$ cat src/rtl/aes_key_expander.sv
// rtl/aes_key_expander.sv - sequential AES-128/192/256 key schedule, one word per handshake
//
// Purpose:
//   Expands a 128/192/256-bit cipher key into 44/52/60 round-key words.
//   Each word is offered on a valid/ready stream. The round constant is
//   produced by GF(2^8) doubling, so there is no rcon table. SubWord is
//   done by an external combinational S-box shared with the cipher.
//
// Ports:
//   clk, rst         clock; synchronous active-high reset
//   start            begin an expansion (sampled only while idle)
//   key_size[1:0]    0=128, 1=192, 2=256, 3 behaves as 0
//   key_in[255:0]    cipher key, word 0 in key_in[255:224]
//   busy             expansion in progress
//   sub_in/sub_out   word to substitute / its S-box image (same cycle)
//   w_valid/w_ready  expanded-key word handshake
//   w_index, w_data  index i and value of w[i]
//   done             one-cycle pulse after the final word is accepted

module aes_key_expander #(
  parameter int WORD   = 32,
  parameter int MAX_NK = 8
) (
  input  logic            clk,
  input  logic            rst,
  input  logic            start,
  input  logic [1:0]      key_size,
  input  logic [255:0]    key_in,
  output logic            busy,
  output logic [WORD-1:0] sub_in,
  input  logic [WORD-1:0] sub_out,
  output logic            w_valid,
  input  logic            w_ready,
  output logic [5:0]      w_index,
  output logic [WORD-1:0] w_data,
  output logic            done
);

  typedef enum logic {
    S_IDLE = 1'b0,
    S_RUN  = 1'b1
  } state_t;

  state_t state_q;
  state_t state_d;

  // Window holds w[n-Nk .. n-1] left-aligned, where n is the next word to
  // be computed; win[0] is always w[n-Nk] and win[nk_m1] is w[n-1].
  logic [WORD-1:0] win [MAX_NK];
  logic [2:0]      nk_m1;      // Nk-1 for the latched key size
  logic [5:0]      last_idx;   // N-1 for the latched key size
  logic [2:0]      phase;      // w_index mod Nk
  logic [7:0]      rcon;
  logic            done_q;

  logic [2:0]      nk_m1_d;
  logic [5:0]      last_idx_d;
  logic            start_ok;
  logic            accept;
  logic            final_accept;
  logic            key_phase;
  logic            rot_mode;
  logic            sub_mode;
  logic [WORD-1:0] last_word;
  logic [WORD-1:0] temp;
  logic [WORD-1:0] new_word;
  logic [2:0]      phase_next;

  assign busy    = (state_q == S_RUN);
  assign w_valid = (state_q == S_RUN);
  assign done    = done_q;
  assign accept  = (state_q == S_RUN) && w_ready;

  // Key size decode; code 3 falls back to AES-128.
  always_comb begin
    nk_m1_d    = 3'd3;
    last_idx_d = 6'd43;
    case (key_size)
      2'd1: begin
        nk_m1_d    = 3'd5;
        last_idx_d = 6'd51;
      end
      2'd2: begin
        nk_m1_d    = 3'd7;
        last_idx_d = 6'd59;
      end
      default: begin
        nk_m1_d    = 3'd3;
        last_idx_d = 6'd43;
      end
    endcase
  end

  // FSM: state register
  always_ff @(posedge clk) begin
    if (rst) begin
      state_q <= S_IDLE;
    end else begin
      state_q <= state_d;
    end
  end

  // FSM: next state and handshake decode
  always_comb begin
    state_d      = state_q;
    start_ok     = 1'b0;
    final_accept = 1'b0;
    case (state_q)
      S_IDLE: begin
        if (start) begin
          state_d  = S_RUN;
          start_ok = 1'b1;
        end
      end
      S_RUN: begin
        if (accept && (w_index == last_idx)) begin
          state_d      = S_IDLE;
          final_accept = 1'b1;
        end
      end
      default: state_d = S_IDLE;
    endcase
  end

  // The word after w_index is still a raw key word while w_index+1 < Nk.
  assign key_phase  = (w_index < {3'b000, nk_m1});
  assign phase_next = (phase == nk_m1) ? 3'd0 : phase + 3'd1;

  // Next word index i = w_index+1; i mod Nk == 0 exactly when phase == Nk-1,
  // and i mod 8 == 4 when phase == 3 for AES-256.
  assign rot_mode  = (phase == nk_m1);
  assign sub_mode  = (nk_m1 == 3'd7) && (phase == 3'd3);
  assign last_word = win[nk_m1];

  // Only registered state feeds sub_in, so there is no path from w_ready.
  assign sub_in = rot_mode ? {last_word[WORD-9:0], last_word[WORD-1:WORD-8]}
                           : last_word;

  always_comb begin
    temp = last_word;
    if (rot_mode) begin
      temp = sub_out ^ {rcon, {(WORD-8){1'b0}}};
    end else if (sub_mode) begin
      temp = sub_out;
    end
  end

  assign new_word = win[0] ^ temp;

  // Datapath registers
  always_ff @(posedge clk) begin
    if (rst) begin
      for (int k = 0; k < MAX_NK; k++) begin
        win[k] <= '0;
      end
      nk_m1    <= 3'd3;
      last_idx <= 6'd43;
      phase    <= 3'd0;
      rcon     <= 8'h01;
      w_index  <= 6'd0;
      w_data   <= '0;
      done_q   <= 1'b0;
    end else begin
      done_q <= final_accept;
      if (start_ok) begin
        for (int k = 0; k < MAX_NK; k++) begin
          win[k] <= key_in[255 - WORD*k -: WORD];
        end
        nk_m1    <= nk_m1_d;
        last_idx <= last_idx_d;
        phase    <= 3'd0;
        rcon     <= 8'h01;
        w_index  <= 6'd0;
        w_data   <= key_in[255 -: WORD];
      end else if (accept && !final_accept) begin
        w_index <= w_index + 6'd1;
        phase   <= phase_next;
        if (key_phase) begin
          // Still streaming the key itself; phase equals w_index here.
          w_data <= win[phase + 3'd1];
        end else begin
          w_data <= new_word;
          for (int k = 0; k < MAX_NK - 1; k++) begin
            if (3'(k) < nk_m1) begin
              win[k] <= win[k + 1];
            end
          end
          win[nk_m1] <= new_word;
          if (rot_mode) begin
            rcon <= {rcon[6:0], 1'b0} ^ (rcon[7] ? 8'h1B : 8'h00);
          end
        end
      end
    end
  end

endmodule
$ cat config.mk
export PLATFORM = sky130hd
export DESIGN_NAME = aes_key_expander
export DESIGN_NICKNAME = d
export VERILOG_FILES = /design/src/rtl/aes_key_expander.sv
export SDC_FILE = /design/constraint.sdc
export NUM_CORES = 1
export LEC_CHECK = 0
export BUFFER_PORTS_ARGS = -buffer_cell sky130_fd_sc_hd__buf_2
export CAP_MARGIN = 25
export CORE_ASPECT_RATIO = 1.4
export CORE_MARGIN = 2
export CORE_UTILIZATION = 50
export CTS_BUF_LIST = sky130_fd_sc_hd__clkbuf_4 sky130_fd_sc_hd__clkbuf_8 sky130_fd_sc_hd__clkbuf_16
export CTS_CLUSTER_DIAMETER = 80
export DETAILED_ROUTE_END_ITERATION = 16
export PLACE_DENSITY = 0.77
export SKIP_CTS_REPAIR_TIMING = 1
export SYNTH_ARGS = -nofsm -noshare
export SYNTH_HDL_FRONTEND = slang
export SYNTH_SLANG_ARGS = --single-unit
$ cat constraint.sdc
create_clock -name clk -period 5 [get_ports clk]
set_input_delay 0 -clock clk [delete_from_list [all_inputs] [get_ports clk]]
set_output_delay 0 -clock clk [all_outputs]
set_load 0.03 [all_outputs]
# --- Yosys cells after proc, flatten, opt, wreduce, memory -nomap -nowiden ---
# Memory sizes are Yosys's and may differ from the RTL's. A register that Yosys moved wholly into a read port is not among the register bits.
# Cells that the tools add are included.
# Widths: inputs -> output; s select.
op_classes:
  addsub: 2
  bitwise: 20
  mul: 0
  reduce_logical: 9
  div: 0
  magnitude_cmp: 8
  n_shift: 0
  n_eq_ne: 6
  n_mux: 88
ops:
  columns: ["op", "count"]
  rows:
  - ["$mux 32", 22]
  - ["$xor 32x32->32", 2]
  - ["$mux 1", 58]
  - ["$reduce_or 32->1", 1]
  - ["$or 1x1->1", 15]
  - ["$mux 3", 4]
  - ["$pmux 5 s2", 1]
  - ["$lt 3x3->1 const A", 3]
  - ["$xor 8x5->8", 1]
  - ["$add 6x1->6 const B", 1]
  - ["$eq 6x6->1", 1]
  - ["$lt 1x3->1 const A", 2]
  - ["$lt 2x3->1 const A", 2]
  - ["$lt 6x3->1", 1]
  - ["$pmux 3 s2", 1]
  - ["$mux 5", 1]
  - ["$logic_and 1x1->1", 4]
  - ["$add 3x1->3 const B", 1]
  - ["$eq 3x2->1 const B", 1]
  - ["$eq 3x3->1", 1]
  - ["$eq 3x3->1 const B", 1]
  - ["$reduce_and 3->1", 1]
  - ["$eq 2x1->1 const B", 1]
  - ["$eq 2x2->1 const B", 1]
  - ["other kinds (5)", 6]
totals:
  ramBits: 256
  wordCells: 142
  romBits: 0
  out_inout_bits: 73
  latchBits: 0
  input_bits: 294
  register_bits: 60
  mem_count: 1
memory_table:
  columns: ["memory", "words", "width", "rd", "rd_clocked_by_memory_dff", "wr", "line", "rtl"]
  rows:
  - ["win", 8, 32, 10, 1, 8, "49", "logic [WORD-1:0] win [MAX_NK];"]

# --- Depth between registers and ports, before layout ---
# Gate-level depths: netlist of the first run.
depth:
  ltp_word: 12
  mapped_depth: 11
  ltp_nobuf: 7

# --- Least setup slack after synthesis of the first run ---
# No wires, ideal clock.
synth_path:
  kind: "flip-flop to flip-flop"
  start: "register last_idx[3]"
  end: "memory win[6][0] (enable)"
  setup_time_ns: 0.470
  arrival_ns: 4.206
  path_stages_with_launch: 9
  setup_slack_ns: 0.324
  required_ns: 4.530
  path_buffers: 3
  cell_sequence: "dfxtp_1 -> clkbuf_1 -> inv_1 -> ha_1 -> a21oi_1 -> o21a_1 -> clkbuf_1 -> clkbuf_1 -> o31ai_1"
synth_rtl:
  columns: ["item", "line", "rtl"]
  rows:
  - ["start: declaration", "51", "logic [5:0] last_idx;"]
  - ["start signal: assignment", "170", "last_idx <= last_idx_d;"]
  - ["end: declaration", "49", null]

==> impl_metrics.prom, run 1 <==
# TYPE chip_impl_metric gauge
chip_impl_info{name="status",value="complete, but fails checks"} 1
chip_impl_info{name="violations",value="hold timing"} 1
chip_impl_metric{name="max_cap_violations",unit=""} 0
chip_impl_metric{name="synth_fp_nets",unit=""} 1656
chip_impl_metric{name="post-route-min-period",unit="ns"} 3.982
chip_impl_metric{name="initial_utilization",unit="%"} 50.68
chip_impl_metric{name="die-area",unit="sq um"} 36120
chip_impl_metric{name="first_global_vias",unit=""} 15210
chip_impl_metric{name="grt_max_degree",unit=""} 117
chip_impl_metric{name="fraction_of_layout_instances_using_a_drive_strength_above_1",unit="%"} 32.74
chip_impl_metric{name="number_of_buffers_created_by_cts",unit=""} 31
chip_impl_metric{name="setup_tns",unit="ns"} 0
chip_impl_metric{name="synth_seq_area_share",unit="%"} 50.80
chip_impl_metric{name="gp_congestion",unit=""} 0.9412
chip_impl_metric{name="dr_total_vias",unit=""} 17220
chip_impl_metric{name="fin_cells",unit=""} 2419
chip_impl_metric{name="synthToLayoutAreaGrowth",unit="%"} 36.03
chip_impl_metric{name="proportion_of_synthesized_flip_flops_having_asynchronous_set_or_reset",unit="%"} 0
chip_impl_metric{name="synthCells",unit=""} 1356
chip_impl_info{name="endpoint_kind",value="flip-flop"} 1
chip_impl_metric{name="worst_pin_slew",unit="ns"} 1.085
chip_impl_metric{name="max_transition_margin",unit="%"} 27.29
chip_impl_metric{name="drtPass1Iterations",unit=""} 7
chip_impl_metric{name="fillers",unit=""} 2300
chip_impl_metric{name="cts.sinks",unit=""} 311
chip_impl_metric{name="max_freq",unit="MHz"} 251.1
chip_impl_metric{name="die-width",unit="um"} 161.2
chip_impl_metric{name="post-place-ws",unit="ns"} 1.331
chip_impl_metric{name="boundaryPins",unit=""} 367
chip_impl_metric{name="clk_transition_reported_paths",unit="ns"} 0.07
chip_impl_metric{name="placed_cells",unit=""} 2093
chip_impl_metric{name="ant_nets",unit=""} 0
chip_impl_metric{name="yosys.area.top_type_share",unit="%"} 44.44
chip_impl_info{name="hold_path.startpoint",value="sub_out[7]"} 1
chip_impl_metric{name="first_pass_grt_wire_length",unit="mm"} 95.81
chip_impl_metric{name="detailedPlacementHpwl",unit="mm"} 44.76
chip_impl_metric{name="setup_ws",unit="ns"} 1.018
chip_impl_metric{name="timing.critical_path.fanout_max",unit=""} 27
chip_impl_info{name="reg2reg_from",value="last_idx[4]"} 1
chip_impl_metric{name="synth-seq-cells",unit=""} 311
chip_impl_metric{name="grt.total_usage",unit="%"} 35.90
chip_impl_metric{name="power-per-cell-area",unit="nW/um^2"} 318.3
chip_impl_metric{name="hold_viol_final",unit=""} 6
chip_impl_metric{name="worstPathRequired",unit="ns"} 5.32
chip_impl_metric{name="report.final.slew_viol_count",unit=""} 0
chip_impl_metric{name="drc",unit=""} 0
chip_impl_metric{name="globalRoute.totalOverflow",unit=""} 0
chip_impl_metric{name="timing.clock.skew",unit="ns"} 0.01644
chip_impl_metric{name="static-leakage-power",unit="nW"} 9.625
chip_impl_metric{name="detail_route.wl_per_cell",unit="um"} 31.17
chip_impl_info{name="timing.critical_path.slowest_stage_cell",value="nor3_2"} 1
chip_impl_info{name="clock_tree.root_cell",value="clkbuf_16"} 1
chip_impl_metric{name="max_stage_delay",unit="ns"} 0.93
chip_impl_metric{name="route.final.wire_length",unit="mm"} 75.39
chip_impl_info{name="tritoncts_clock_tree",value="done"} 1
chip_impl_metric{name="die_h",unit="um"} 224.1
chip_impl_info{name="final_common_cell",value="buf_2"} 1
chip_impl_metric{name="synth_cell_types",unit=""} 54
chip_impl_metric{name="report.power.total",unit="mW"} 7.490
chip_impl_metric{name="peakVddDrop",unit="mV"} 0.2667
chip_impl_info{name="synth.top_cells.by_area",value="edfxtp_1, mux4_2, a22o_1"} 1
chip_impl_info{name="critical_path.cell_chain",value="inv_1 > ha_1 > inv_1 > o21a_1 > nor3_2 > nand3_1 > buf_4 > o21ai_0"} 1
chip_impl_info{name="rsz0062_at_grt",value="false"} 1
chip_impl_metric{name="core.rowCount",unit=""} 80
chip_impl_info{name="crit_path_start",value="last_idx[4]"} 1
chip_impl_info{name="min-delay-path-class",value="in -> reg"} 1
chip_impl_metric{name="initialDrtViolationCount",unit=""} 2847
chip_impl_metric{name="cell_area_after_technology_mapping",unit="sq um"} 17300
chip_impl_info{name="setup.worst_path.class",value="reg -> reg"} 1
chip_impl_metric{name="cts_htree_levels",unit=""} 1
chip_impl_metric{name="grt_antenna_before_repair",unit=""} 4
chip_impl_metric{name="synth_area_per_cell",unit="sq um"} 12.76
chip_impl_metric{name="final_min_period_over_clock_period",unit="%"} 79.64
chip_impl_metric{name="max-clock-path-buffers",unit=""} 3
chip_impl_metric{name="yosys_warnings",unit=""} 0
chip_impl_metric{name="clock_insertion_delay_worst_skew",unit="ns"} 0.59
chip_impl_metric{name="fp.coreArea",unit="sq um"} 34130
chip_impl_metric{name="final_net_count",unit=""} 2240
chip_impl_metric{name="hold_ws",unit="ns"} -0.04152
chip_impl_metric{name="worstPathArrival",unit="ns"} 4.30
chip_impl_metric{name="number_of_buffers_added_on_ports",unit=""} 366
chip_impl_info{name="synth.largest_area_cell",value="edfxtp_1"} 1
chip_impl_metric{name="route.detailed.vias_per_inst",unit=""} 7.119
chip_impl_info{name="worstSetupStartpointType",value="flip-flop"} 1
chip_impl_metric{name="synth_enable_flop_cells",unit=""} 256
chip_impl_metric{name="setup-violations-final",unit=""} 0
chip_impl_info{name="layout_common_cells",value="buf_2, dlygate4sd3_1, edfxtp_1, a22o_1, mux4_2"} 1
chip_impl_info{name="worst_path_most_repeated_cell",value="inv_1"} 1
chip_impl_info{name="most_used_flip_flop_cell_after_synthesis",value="edfxtp_1"} 1
## where the power goes
part | internal, mW | switching, mW
Clock | 1.52 | 1.11
Combinational | 0.674 | 0.924
Sequential | 3.06 | 0.205
Total | 5.25 | 2.24
## cell families (layout without fill, tap and decap cells)
group	after synthesis	count (layout)	synth area share (%)
mux	189	189	18.27
compound gates	467	467	19.64
other cells	0	4	0
simple gates	208	208	5.613
fa+ha+maj	6	6	0.4340
flops	311	311	50.80
buf+inv	136	744	3.269
xor+xnor	39	39	1.975
## state kept, by name, summed over array words and instances, names as in the netlist, named ones only
signal,count
done,1
win,256
rcon,8
w_index,6
last_idx,2
w_data,32
busy,1
phase,3
## cells in the mapped netlist, types with 10 or more instances
cell type and number:
a21o_1 15, a21oi_1 43, a22o_1 146, a22oi_1 74, and3_1 13, buf_1 11, buf_2 31, clkbuf_1 77
dfxtp_1 55, edfxtp_1 256, inv_1 12, mux2_2 54, mux2i_1 39, mux4_2 96, nand2_1 85, nand3_1 18
nor2_1 41, nor2b_1 11, nor3_1 10, o211ai_1 13, o21ai_0 100, o221ai_1 10, o22ai_1 23, xnor2_1 13
xor2_1 26
## layer usage
layer | vias to the layer above | GRT usage, % | wire length (um)
li1 | 6701 | - | -
met1 | 8092 | 44.16 | 23140
met2 | 1926 | 56.83 | 34710
met3 | 503 | 7.610 | 10660
met4 | 0 | 24.68 | 6881
met5 | - | 0 | 0
## area by class of cell
| class | count | area [sq um] | area share (%) |
|---|---|---|---|
| flip-flops and latches | 311 | 8795 | 37.37 |
| repair buffers | 675 | 4902 | 20.83 |
| inverters | 12 | 45.04 | 0.1914 |
| well taps | 451 | 564.3 | 2.398 |
| multi-input cells | 909 | 8113 | 34.47 |
| diodes | 4 | 10.01 | 0.04254 |
| clock buffers | 34 | 798.3 | 3.392 |
| clock inverters | 23 | 305.3 | 1.297 |
## path summary, 6_finish.rpt
path | endpoint | slack, ns | depth (start not counted)
worst min-delay path | w_data[7] | -0.04 | 4
worst min register to register | w_data[27] | 0.49 | 2
worst max register to register | win[7][24] | 1.02 | 8
worst max-delay path | win[7][24] | 1.02 | 8
## worst max-delay path, delay by kind of cell, from the launching register on
kind / cells / cell delay (ns)
AO/OA/AOI/OAI: 2 / 0.98
flip-flops: 1 / 0.62
AND/OR/NAND/NOR: 2 / 1.08
buffers and inverters: 3 / 0.68
adder cells (fa/ha/maj): 1 / 0.35
## per-stage QoR
step | utilization, % | hold slack, ns | cell area, sq um
global route | 68.93 | 0.003973 | 23530
floorplan | - | 0.1389 | 17300
global placement | 57.72 | 0.2662 | 19700
CTS | 61.09 | -0.3245 | 20850
finish | 68.94 | -0.04152 | 23530
detailed placement | 57.86 | 0.2730 | 19750
No activity file was read; power rests on OpenSTA's default activity.
==> run 2, diff against run 1 <==
- CORE_UTILIZATION: 50 -> 56
- PLACE_DENSITY: 0.77 -> 0.82
- clock period: 5 -> 4 ns (I/O delays scaled with it)
==> run 2 against run 1 <==
Utilization grew 7.4 points. Combinational power grew 26%. Clock skew up 0.0036 ns. Via count rose by 1.7%. Sequential power rose by 25%. The run still ends with hold timing left. Critical path depth did not move. Maximum frequency rose by 6.8%. Clock-buffer cell count is 11 higher. Design area is 0.62% lower. Cell count down 2.5%.
==> impl_metrics.prom, run 2 (synthesized netlist as in run 1, its figures left out) <==
# TYPE chip_impl_metric gauge
chip_impl_metric{name="post-route-min-period",unit="ns"} 3.727
chip_impl_info{name="worstSetupStartpointType",value="flip-flop"} 1
chip_impl_metric{name="routing_usage_on_met3",unit="%"} 9.130
chip_impl_metric{name="die_h",unit="um"} 212.0
chip_impl_info{name="tritoncts_clock_tree",value="done"} 1
chip_impl_info{name="largest_registers",value="win (256), w_data (32), rcon (8)"} 1
chip_impl_metric{name="detail_route.wl_per_cell",unit="um"} 32.03
chip_impl_metric{name="fp.coreArea",unit="sq um"} 30620
chip_impl_metric{name="hold_viol_final",unit=""} 6
chip_impl_metric{name="max_stage_delay",unit="ns"} 0.90
chip_impl_metric{name="utilization",unit="%"} 76.38
chip_impl_metric{name="max_freq",unit="MHz"} 268.3
chip_impl_metric{name="max-clock-path-buffers",unit=""} 3
chip_impl_metric{name="worst_pin_slew",unit="ns"} 1.065
chip_impl_metric{name="final_min_period_over_clock_period",unit="%"} 93.18
chip_impl_metric{name="max_cap_violations",unit=""} 0
chip_impl_metric{name="worstPathRequired",unit="ns"} 4.25
chip_impl_metric{name="setup_tns",unit="ns"} 0
chip_impl_metric{name="postLayoutCellArea",unit="sq um"} 23390
chip_impl_metric{name="worstPathBufferInverterCount",unit=""} 2
chip_impl_metric{name="gp_congestion",unit=""} 0.9310
chip_impl_metric{name="route.final.wire_length",unit="mm"} 75.53
chip_impl_metric{name="setup-violations-final",unit=""} 0
chip_impl_metric{name="drc",unit=""} 0
chip_impl_metric{name="route.detailed.vias_per_inst",unit=""} 7.425
chip_impl_metric{name="drtPass1Iterations",unit=""} 10
chip_impl_metric{name="max_transition_margin",unit="%"} 28.28
chip_impl_metric{name="initialDrtViolationCount",unit=""} 3207
chip_impl_info{name="endpoint_kind",value="flip-flop"} 1
chip_impl_metric{name="detailedPlacementHpwl",unit="mm"} 43.29
chip_impl_metric{name="timing.critical_path.fanout_max",unit=""} 27
chip_impl_metric{name="first_global_vias",unit=""} 15060
chip_impl_metric{name="dr_total_vias",unit=""} 17510
chip_impl_metric{name="placement.cell_area",unit="sq um"} 19750
chip_impl_info{name="rsz0062_at_grt",value="false"} 1
chip_impl_metric{name="die-area",unit="sq um"} 32330
chip_impl_metric{name="grt_antenna_before_repair",unit=""} 1
chip_impl_metric{name="largest_reg_flops",unit=""} 256
chip_impl_metric{name="final_net_count",unit=""} 2245
chip_impl_metric{name="cts_htree_levels",unit=""} 1
chip_impl_metric{name="grt_max_degree",unit=""} 113
chip_impl_metric{name="boundaryPins",unit=""} 367
chip_impl_metric{name="worstPathArrival",unit="ns"} 3.98
chip_impl_info{name="layout_common_cells",value="buf_2, dlygate4sd3_1, edfxtp_1, a22o_1, mux4_2"} 1
chip_impl_metric{name="number_of_buffers_created_by_cts",unit=""} 30
chip_impl_metric{name="gr-usage-met1",unit="%"} 47.51
chip_impl_metric{name="synthToLayoutAreaGrowth",unit="%"} 35.19
chip_impl_metric{name="core.rowCount",unit=""} 76
chip_impl_metric{name="globalRoute.totalOverflow",unit=""} 0
chip_impl_info{name="status",value="complete, but fails checks"} 1
chip_impl_metric{name="cts.sinks",unit=""} 311
chip_impl_metric{name="hold_ws",unit="ns"} -0.03085
chip_impl_info{name="top_cell_family_by_delay_on_the_critical_path",value="compound AO/OA/AOI/OAI gates"} 1
chip_impl_metric{name="grt.total_usage",unit="%"} 38.58
chip_impl_metric{name="die-width",unit="um"} 152.5
chip_impl_info{name="grt_most_used_layer",value="met2"} 1
chip_impl_metric{name="timing.clock.skew",unit="ns"} 0.02008
chip_impl_metric{name="report.power.total",unit="mW"} 9.148
chip_impl_metric{name="fraction_of_layout_instances_using_a_drive_strength_above_1",unit="%"} 33.08
chip_impl_metric{name="first_pass_grt_wire_length",unit="mm"} 93.00
chip_impl_metric{name="report.final.slew_viol_count",unit=""} 0
chip_impl_metric{name="groute.layer.met2.usage",unit="%"} 61.01
chip_impl_info{name="violations",value="hold timing"} 1
chip_impl_info{name="setup.worst_path.class",value="reg -> reg"} 1
chip_impl_metric{name="power-per-cell-area",unit="nW/um^2"} 391.2
chip_impl_info{name="critical_path.cell_chain",value="inv_1 > ha_1 > a21oi_1 > o21a_1 > nor4_2 > nand2_1 > buf_4 > o21ai_0"} 1
chip_impl_info{name="final_common_cell",value="buf_2"} 1
chip_impl_metric{name="number_of_buffers_added_on_ports",unit=""} 366
chip_impl_metric{name="initial_utilization",unit="%"} 56.50
chip_impl_info{name="timing.critical_path.slowest_stage_cell",value="o21ai_0"} 1
chip_impl_metric{name="clk_transition_reported_paths",unit="ns"} 0.09
chip_impl_info{name="min-delay-path-class",value="in -> reg"} 1
chip_impl_metric{name="ant_nets",unit=""} 0
chip_impl_metric{name="clock_insertion_delay_worst_skew",unit="ns"} 0.60
chip_impl_info{name="clock_tree.root_cell",value="clkbuf_16"} 1
chip_impl_info{name="max_flop_register",value="win"} 1
chip_impl_metric{name="num_antenna_cells",unit=""} 0
chip_impl_metric{name="fillers",unit=""} 1803
chip_impl_metric{name="static-leakage-power",unit="nW"} 9.619
chip_impl_metric{name="peakVddDrop",unit="mV"} 0.4064
==> run 2: where the power goes <==
part	total [mW]	internal [mW]	switching, mW
clock	3.05	1.68	1.37
combinational	2.01	0.845	1.17
sequential	4.08	3.82	0.261
==> run 2: through the flow <==
stage          hold WS (ns)  cells  setup slack (ns)
6_report           -0.03085   2358            0.2726
5_1_grt             0.01307   2358            0.3079
4_1_cts             -0.3235   2095            0.7144
3_5_place_dp         0.2718   2040            0.7913
3_3_place_gp         0.2586   2040            0.9120
2_1_floorplan        0.1389   1356           -0.6758
==> run 2: worst paths after layout <==
| path | cells after the start | startpoint | slack, ns | endpoint |
|---|---|---|---|---|
| hold / removal | 4 | sub_out[7] | -0.03 | w_data[7] |
| hold reg to reg | 2 | w_data[27] | 0.48 | w_data[27] |
| setup / recovery | 8 | last_idx[3] | 0.27 | win[5][3] |
| setup reg to reg | 8 | last_idx[3] | 0.27 | win[5][3] |
==> run 2: cell type report <==
cell class                      instances  area (sq um)  area share, %
Clock buffer                           45         899.6          3.847
Timing Repair Buffer                  681          4942          21.13
Sequential cell                       311          8795          37.60
Clock inverter                         10         105.1         0.4494
Inverter                               12         45.04         0.1926
Multi-Input combinational cell        909          8113          34.69
Tap cell                              390         488.0          2.086
==> run 2: worst reg2reg max path, stage by stage, from the launching register on <==
cell	delay [ns]
dfxtp_1	0.61
inv_1	0.16
ha_1	0.32
a21oi_1	0.10
o21a_1	0.38
nor4_2	0.45
nand2_1	0.13
buf_4	0.33
o21ai_0	0.91
==> run 2: layer usage <==
layer	share of wire (%)	up-vias
met4	9.7	4
met3	16	602
met5	0.15	-
met1	29	8077
met2	45	2141
li1	-	6683
